`config.mk`:
```
export PLATFORM = sky130hd
export DESIGN_NAME = cache_line_fill_ctrl_flat
export DESIGN_NICKNAME = d
export VERILOG_FILES = /design/src/rtl/cache_line_fill_ctrl_if.sv /design/src/rtl/cache_line_fill_ctrl.sv /design/src/flat_wrapper.sv
export SDC_FILE = /design/constraint.sdc
export NUM_CORES = 1
export LEC_CHECK = 0
export CORE_ASPECT_RATIO = 0.6
export CORE_UTILIZATION = 41
export DETAILED_ROUTE_END_ITERATION = 6
export PLACE_DENSITY = 0.8
export SLEW_MARGIN = 20
export SYNTH_ARGS = -nofsm -noshare
export SYNTH_HDL_FRONTEND = slang
export SYNTH_SLANG_ARGS = --single-unit
```
`constraint.sdc`:
```
create_clock -name clk -period 2.23 [get_ports clk]
set_input_delay 0.446 -clock clk [delete_from_list [all_inputs] [get_ports clk]]
set_output_delay 0.446 -clock clk [all_outputs]
set_load 0.005 [all_outputs]
```
`src/rtl/cache_line_fill_ctrl_if.sv`:
```
// Bus bundle between the line-fill controller (master) and the cache/RAM side (slave).
interface cache_line_fill_ctrl_if #(
  parameter int TAG_W = 22
);
  logic             miss;
  logic             valid;
  logic             dirty;
  logic [TAG_W-1:0] tag;
  logic [31:0]      miss_addr;
  logic [31:0]      cache_rd_data;
  logic             ram_wr_done;
  logic             ram_rd_done;
  logic [31:0]      ram_rd_data;
  logic             ram_wr_start;
  logic             ram_rd_start;
  logic [31:0]      ram_wr_addr;
  logic [31:0]      ram_rd_addr;
  logic [31:0]      ram_wr_data;
  logic             cache_wr_en;
  logic [31:0]      cache_addr;
  logic [31:0]      cache_wr_data;
  logic             busy;
  logic             fill_done;

  modport master (
    input  miss, valid, dirty, tag, miss_addr, cache_rd_data,
           ram_wr_done, ram_rd_done, ram_rd_data,
    output ram_wr_start, ram_rd_start, ram_wr_addr, ram_rd_addr, ram_wr_data,
           cache_wr_en, cache_addr, cache_wr_data, busy, fill_done
  );

  modport slave (
    output miss, valid, dirty, tag, miss_addr, cache_rd_data,
           ram_wr_done, ram_rd_done, ram_rd_data,
    input  ram_wr_start, ram_rd_start, ram_wr_addr, ram_rd_addr, ram_wr_data,
           cache_wr_en, cache_addr, cache_wr_data, busy, fill_done
  );
endinterface

```
`src/rtl/cache_line_fill_ctrl.sv`:
```
// Cache line fill controller: optional victim write-back, then word-by-word line fill.
// Define CACHE_LINE_FILL_CTRL_DIRTY_EN to write back only dirty victims (default: any valid victim).
//
// state     | meaning
// IDLE      | waiting for a miss
// WB_REQ    | read victim word from cache, launch RAM write
// WB_WAIT   | wait for RAM write completion
// RD_REQ    | launch RAM read of current fill word
// RD_WAIT   | wait for RAM read completion
// UPDATE    | write fetched word into the cache
// DONE      | line complete, pulse fill_done
module cache_line_fill_ctrl #(
  parameter int LINE_WORDS = 4,
  parameter int TAG_W      = 22,
  parameter int RAM_W      = 16
) (
  input logic                    clk,
  input logic                    reset_n,
  cache_line_fill_ctrl_if.master bus
);
  localparam int CW    = (LINE_WORDS > 1) ? $clog2(LINE_WORDS) : 1;
  localparam int OFF_W = $clog2(LINE_WORDS) + 2;
  localparam int RSH   = $clog2(RAM_W / 8);
  localparam logic [31:0]   OFF_MASK = (32'd1 << OFF_W) - 32'd1;
  localparam logic [CW-1:0] LAST_CNT = CW'(LINE_WORDS - 1);

  localparam logic [2:0] S_IDLE    = 3'd0;
  localparam logic [2:0] S_WB_REQ  = 3'd1;
  localparam logic [2:0] S_WB_WAIT = 3'd2;
  localparam logic [2:0] S_RD_REQ  = 3'd3;
  localparam logic [2:0] S_RD_WAIT = 3'd4;
  localparam logic [2:0] S_UPDATE  = 3'd5;
  localparam logic [2:0] S_DONE    = 3'd6;

  logic [2:0]       state;
  logic [CW-1:0]    cnt;
  logic [31:0]      base;
  logic [TAG_W-1:0] tag_q;
  logic             wr_start_q;
  logic [31:0]      wr_addr_q;
  logic [31:0]      wr_data_q;
  logic [31:0]      fill_data_q;
  logic             need_wb;
  logic             last;
  logic [31:0]      fill_addr;
  logic [31:0]      victim_addr;

`ifdef CACHE_LINE_FILL_CTRL_DIRTY_EN
  assign need_wb = bus.valid & bus.dirty;
`else
  logic dirty_unused;
  assign dirty_unused = bus.dirty;
  assign need_wb      = bus.valid;
`endif

  assign last        = (cnt == LAST_CNT);
  assign fill_addr   = base | (32'(cnt) << 2);
  // Victim shares the index and word offset with the fill line; only the tag differs.
  assign victim_addr = {tag_q, fill_addr[31-TAG_W:0]};

  always_ff @(posedge clk or negedge reset_n) begin
    if (!reset_n) begin
      state       <= S_IDLE;
      cnt         <= '0;
      base        <= '0;
      tag_q       <= '0;
      wr_start_q  <= 1'b0;
      wr_addr_q   <= '0;
      wr_data_q   <= '0;
      fill_data_q <= '0;
    end else begin
      wr_start_q <= 1'b0;
      case (state)
        S_IDLE: begin
          if (bus.miss) begin
            base  <= bus.miss_addr & ~OFF_MASK;
            tag_q <= bus.tag;
            cnt   <= '0;
            state <= need_wb ? S_WB_REQ : S_RD_REQ;
          end
        end
        S_WB_REQ: begin
          // Start is registered so the RAM sees address, data and start together.
          wr_data_q  <= bus.cache_rd_data;
          wr_addr_q  <= victim_addr >> RSH;
          wr_start_q <= 1'b1;
          state      <= S_WB_WAIT;
        end
        S_WB_WAIT: begin
          if (bus.ram_wr_done) begin
            if (last) begin
              cnt   <= '0;
              state <= S_RD_REQ;
            end else begin
              cnt   <= cnt + CW'(1);
              state <= S_WB_REQ;
            end
          end
        end
        S_RD_REQ: state <= S_RD_WAIT;
        S_RD_WAIT: begin
          if (bus.ram_rd_done) begin
            fill_data_q <= bus.ram_rd_data;
            state       <= S_UPDATE;
          end
        end
        S_UPDATE: begin
          if (last) begin
            state <= S_DONE;
          end else begin
            cnt   <= cnt + CW'(1);
            state <= S_RD_REQ;
          end
        end
        S_DONE:  state <= S_IDLE;
        default: state <= S_IDLE;
      endcase
    end
  end

  assign bus.busy          = (state != S_IDLE);
  assign bus.fill_done     = (state == S_DONE);
  assign bus.ram_rd_start  = (state == S_RD_REQ);
  assign bus.ram_rd_addr   = fill_addr >> RSH;
  assign bus.ram_wr_start  = wr_start_q;
  assign bus.ram_wr_addr   = wr_addr_q;
  assign bus.ram_wr_data   = wr_data_q;
  assign bus.cache_wr_en   = (state == S_UPDATE);
  assign bus.cache_wr_data = fill_data_q;
  assign bus.cache_addr    = (state == S_WB_REQ || state == S_WB_WAIT) ? victim_addr : fill_addr;
endmodule

```
`src/flat_wrapper.sv`:
```
// flat-port wrapper written by rule: the top's interface ports become plain ports
module cache_line_fill_ctrl_flat 
#(
  parameter int LINE_WORDS = 4,
  parameter int TAG_W      = 22,
  parameter int RAM_W      = 16
)
  (clk, reset_n, bus_miss, bus_valid, bus_dirty, bus_tag, bus_miss_addr, bus_cache_rd_data, bus_ram_wr_done, bus_ram_rd_done, bus_ram_rd_data, bus_ram_wr_start, bus_ram_rd_start, bus_ram_wr_addr, bus_ram_rd_addr, bus_ram_wr_data, bus_cache_wr_en, bus_cache_addr, bus_cache_wr_data, bus_busy, bus_fill_done);
  cache_line_fill_ctrl_if #(.TAG_W(TAG_W)) bus_i ();
  input logic clk;
  input logic reset_n;
  input wire logic [$bits(bus_i.miss)-1:0] bus_miss;
  input wire logic [$bits(bus_i.valid)-1:0] bus_valid;
  input wire logic [$bits(bus_i.dirty)-1:0] bus_dirty;
  input wire logic [$bits(bus_i.tag)-1:0] bus_tag;
  input wire logic [$bits(bus_i.miss_addr)-1:0] bus_miss_addr;
  input wire logic [$bits(bus_i.cache_rd_data)-1:0] bus_cache_rd_data;
  input wire logic [$bits(bus_i.ram_wr_done)-1:0] bus_ram_wr_done;
  input wire logic [$bits(bus_i.ram_rd_done)-1:0] bus_ram_rd_done;
  input wire logic [$bits(bus_i.ram_rd_data)-1:0] bus_ram_rd_data;
  output wire logic [$bits(bus_i.ram_wr_start)-1:0] bus_ram_wr_start;
  output wire logic [$bits(bus_i.ram_rd_start)-1:0] bus_ram_rd_start;
  output wire logic [$bits(bus_i.ram_wr_addr)-1:0] bus_ram_wr_addr;
  output wire logic [$bits(bus_i.ram_rd_addr)-1:0] bus_ram_rd_addr;
  output wire logic [$bits(bus_i.ram_wr_data)-1:0] bus_ram_wr_data;
  output wire logic [$bits(bus_i.cache_wr_en)-1:0] bus_cache_wr_en;
  output wire logic [$bits(bus_i.cache_addr)-1:0] bus_cache_addr;
  output wire logic [$bits(bus_i.cache_wr_data)-1:0] bus_cache_wr_data;
  output wire logic [$bits(bus_i.busy)-1:0] bus_busy;
  output wire logic [$bits(bus_i.fill_done)-1:0] bus_fill_done;
  assign bus_i.miss = bus_miss;
  assign bus_i.valid = bus_valid;
  assign bus_i.dirty = bus_dirty;
  assign bus_i.tag = bus_tag;
  assign bus_i.miss_addr = bus_miss_addr;
  assign bus_i.cache_rd_data = bus_cache_rd_data;
  assign bus_i.ram_wr_done = bus_ram_wr_done;
  assign bus_i.ram_rd_done = bus_ram_rd_done;
  assign bus_i.ram_rd_data = bus_ram_rd_data;
  assign bus_ram_wr_start = bus_i.ram_wr_start;
  assign bus_ram_rd_start = bus_i.ram_rd_start;
  assign bus_ram_wr_addr = bus_i.ram_wr_addr;
  assign bus_ram_rd_addr = bus_i.ram_rd_addr;
  assign bus_ram_wr_data = bus_i.ram_wr_data;
  assign bus_cache_wr_en = bus_i.cache_wr_en;
  assign bus_cache_addr = bus_i.cache_addr;
  assign bus_cache_wr_data = bus_i.cache_wr_data;
  assign bus_busy = bus_i.busy;
  assign bus_fill_done = bus_i.fill_done;
  cache_line_fill_ctrl #(.LINE_WORDS(LINE_WORDS), .TAG_W(TAG_W), .RAM_W(RAM_W)) u_core (.clk(clk), .reset_n(reset_n), .bus(bus_i));
endmodule
```
==> summary.txt <==
Timing
  • Worst Skew: 0.00846 ns
  • Max Clk Rate: 0.418 GHz
  • Max Slew Vio Count: 0
  • Final Critical Period: 2.39 ns
  • Final period utilization: 107%
  • RSZ-0062 raised after global routing: yes
  • Min Hold Slack: 0.482 ns
  • Final setup viols: 22
  • TNS Setup: -2.84 ns
  • Fin. Hold Viols: 0
  • Final Worst Setup Slack: -0.161 ns

GRT
  • Vias in the first global route: 4,741
  • First-pass GRT wire length: 25,700 um
  • Antenna violations before repair: 0
  • Largest net degree at the start of global routing: 52
  • Overall routing resource usage: 21.3%
  • GRT overflow: 0

Drt
  • Pre-Repair DR Iteration Count: 4
  • Vias per cell: 4.78
  • WL/cell: 17.7 um
  • # DRC: 0
  • Iteration-0 DRC Markers: 131
  • Vias: 4,257
  • Antenna Nets Post-Route: 0
  • Drt total wl: 15,800 um

Floorplan
  • Die Span X: 160 um
  • Initial Util: 42.3%
  • # IOs: 290
  • Die area: 15,500 um^2
  • Row count: 34
  • Core area: 14,500 um^2
  • Die Ht: 96.9 um

Yosys
  • Post-synth EDFFs: 0
  • Synth top area cells: dfrtp_1 (61%), mux2_2 (29%), buf_4 (2.7%), mux2_1 (1.5%), buf_6 (1.3%)
  • Main synth FF type: dfrtp_1
  • Seq cells post-synth: 150
  • Post-Syn Instances: 388
  • Area leader, netlist: dfrtp_1
  • Yosys warns: 0
  • Area share of the largest cell type after synthesis: 61.0%
  • Async SR Flop Fraction: 100%
  • Synthesized area per cell: 15.9 um^2
  • Cell Area, Synth: 6150 um^2
  • Post-synthesis cell type count: 29
  • Sequential fraction of the synthesis area: 61.0%

Worst setup path
  • Worst Path Buf+Inv: 4
  • R2r setup slk: 0.33 ns
  • CP delay by family, top: buffers and inverters
  • Slowest CP cell: dfrtp_1
  • Setup crit end: bus_cache_addr[16]
  • Setup CP Type: reg -> out
  • R2r startpoint: u_core.state[2]
  • Reg2Reg Depth: 5
  • CP max FO: 6
  • Startpoint types: flop
  • Reg2reg end: u_core.tag_q[20]
  • CP Depth: 7
  • CP startpoint: u_core.state[1]
  • Worst Path Arrival: 1.94 ns
  • Max stage delay on crit path: 0.42 ns
  • Crit end category: output pin
  • Crit path cell chain: nand2b_4 -> a21oi_4 -> buf_12 -> buf_8 -> buf_16 -> mux2_4 -> buf_6
  • CP required: 1.78 ns

Clock network
  • CTS tree: yes
  • Root Buffer: clkbuf_16
  • Worst skew pair latency: 0.40 ns
  • CTS Buf Count: 17
  • # clock sinks: 150
  • CTS H-tree depth: 4
  • Worst-path clk slew: 0.06 ns
  • Worst-case clock buffer depth: 2

Run status
  • Violations in the final reports: setup timing
  • Status: finished, violations left

Power and ir drop
  • Clock network fraction of design power: 18.6%
  • Power Density: 1570 nW/um^2
  • Peak supply drop: 0.766 mV
  • Share of power burned in registers: 31.9%
  • Comb power frac: 49.4%
  • Leakage: 4.26 nW
  • Power Internal: 11.3 mW
  • Tot Pwr: 15.8 mW
  • Switching Share: 28.3%
  • Net Switching: 4.47 mW

Final layout
  • Layout area overhead: 63.0%
  • # nets final: 806
  • Ant diodes: 0
  • Fin util: 68.9%
  • Fraction of layout cells with a size suffix above 1: 35.5%

Min path
  • Hold/Removal Path Class: reg -> reg

Place
  • GPL Wtd Cong: 0.869
  • PortBufs: 278
  • Dpl hpwl: 11,100 um
  • Setup slack at placement: 0.00889 ns

Run
  • Max_cap viols: 0
[how the worst min path moves through the flow]
stage | depth (start not counted) | slack, ns | end | startpoint
floorplan | 0 | 0.15 | u_core.base[10] | reset_n
global placement | 1 | 0.38 | u_core.bus.ram_wr_addr[21] | reset_n
detailed placement | 1 | 0.39 | u_core.bus.ram_wr_addr[21] | reset_n
CTS | 1 | 0.49 | u_core.bus.ram_wr_data[26] | u_core.bus.ram_wr_data[26]
global route | 1 | 0.52 | u_core.bus.ram_wr_data[24] | u_core.bus.ram_wr_data[24]
finish | 1 | 0.48 | u_core.bus.ram_wr_data[26] | u_core.bus.ram_wr_data[26]
[power groups by stage]
stage	clock network [mW]	registers, mW	logic [mW]
2_1_floorplan	0	4.97	2.94
3_3_place_gp	0	4.93	6.80
3_5_place_dp	0	5.04	6.97
4_1_cts	3.02	5.04	7.93
5_1_grt	3.13	5.23	8.29
6_report	2.94	5.03	7.79
[area by class of cell]
| cell class | instances | area, um^2 |
|---|---|---|
| repair buffers | 301 | 3150 |
| clock inverters | 12 | 168 |
| multi-input cells | 206 | 2260 |
| clock buffers | 19 | 443 |
| fillers | 1041 | 4520 |
| flip-flops and latches | 150 | 3750 |
| well taps | 198 | 248 |
| inverters | 4 | 15.0 |
[layout by cell type (no fill, tap or decap), types with 2 or more instances in the layout]
cell type / count
nand2_1: 2
clkinv_4: 3
buf_12: 7
mux2_4: 22
buf_6: 28
mux2_1: 7
dlygate4sd2_1: 2
conb_1: 6
mux2_2: 139
clkdlybuf4s50_1: 252
dfrtp_1: 150
nand3b_1: 2
o21ai_0: 4
inv_6: 5
buf_4: 6
a21oi_1: 3
buf_8: 2
bufinv_16: 3
nor2_1: 3
nand2b_4: 2
clkbuf_16: 17
buf_16: 2
inv_1: 3
[state kept, by name, summed over array words and instances, names as in the netlist]
register,cells
u_core.state,3
u_core.tag_q,22
u_core.bus.ram_wr_data,32
u_core.cnt,2
u_core.bus.ram_wr_start,1
u_core.base,28
u_core.bus.ram_wr_addr,30
u_core.bus.cache_wr_data,32
[per-stage QoR]
step           cells  area, um^2
3_3_place_gp     848        9130
3_5_place_dp     848        9130
5_1_grt          890       10000
2_1_floorplan    393        6170
4_1_cts          892       10100
6_report         890       10000
[cells in the mapped netlist, types with 2 or more instances]
cell type  instances
mux2_2           160
mux2_1             8
nand2_1            2
dfrtp_1          150
nand3b_1           2
buf_4             22
nor2_1             3
buf_2              4
inv_1              3
o21ai_0            4
nand2b_1           3
buf_6              7
a21oi_1            4
[cell families after synthesis]
| group | count (synthesis) | share of synthesized area [%] |
|---|---|---|
| buf+inv | 37 | 4.54 |
| simple gates | 19 | 2.20 |
| other cells | 1 | 0.0610 |
| compound gates | 11 | 1.08 |
| flops | 150 | 61.0 |
| fa+ha+maj | 1 | 0.203 |
| mux | 169 | 30.9 |
[what timing repair did]
action,CTS,global route
pin swaps,1,0
resized for setup,145,6
hold buffers,1,0
setup endpoints to repair,24,23
setup buffers,10,2
endpoints found under the hold margin,38,0
gates cloned,3,0
[routing by layer]
layer  vias to the layer above  global-route usage (%)  wire, um
li1                       1934                       -         -
met5                         -                       0         0
met4                         0                    5.64       147
met2                       171                    36.4      7770
met3                        12                    7.68      1310
met1                      2140                    25.5      6520
Note: power is estimated with default switching activity, not from simulation.
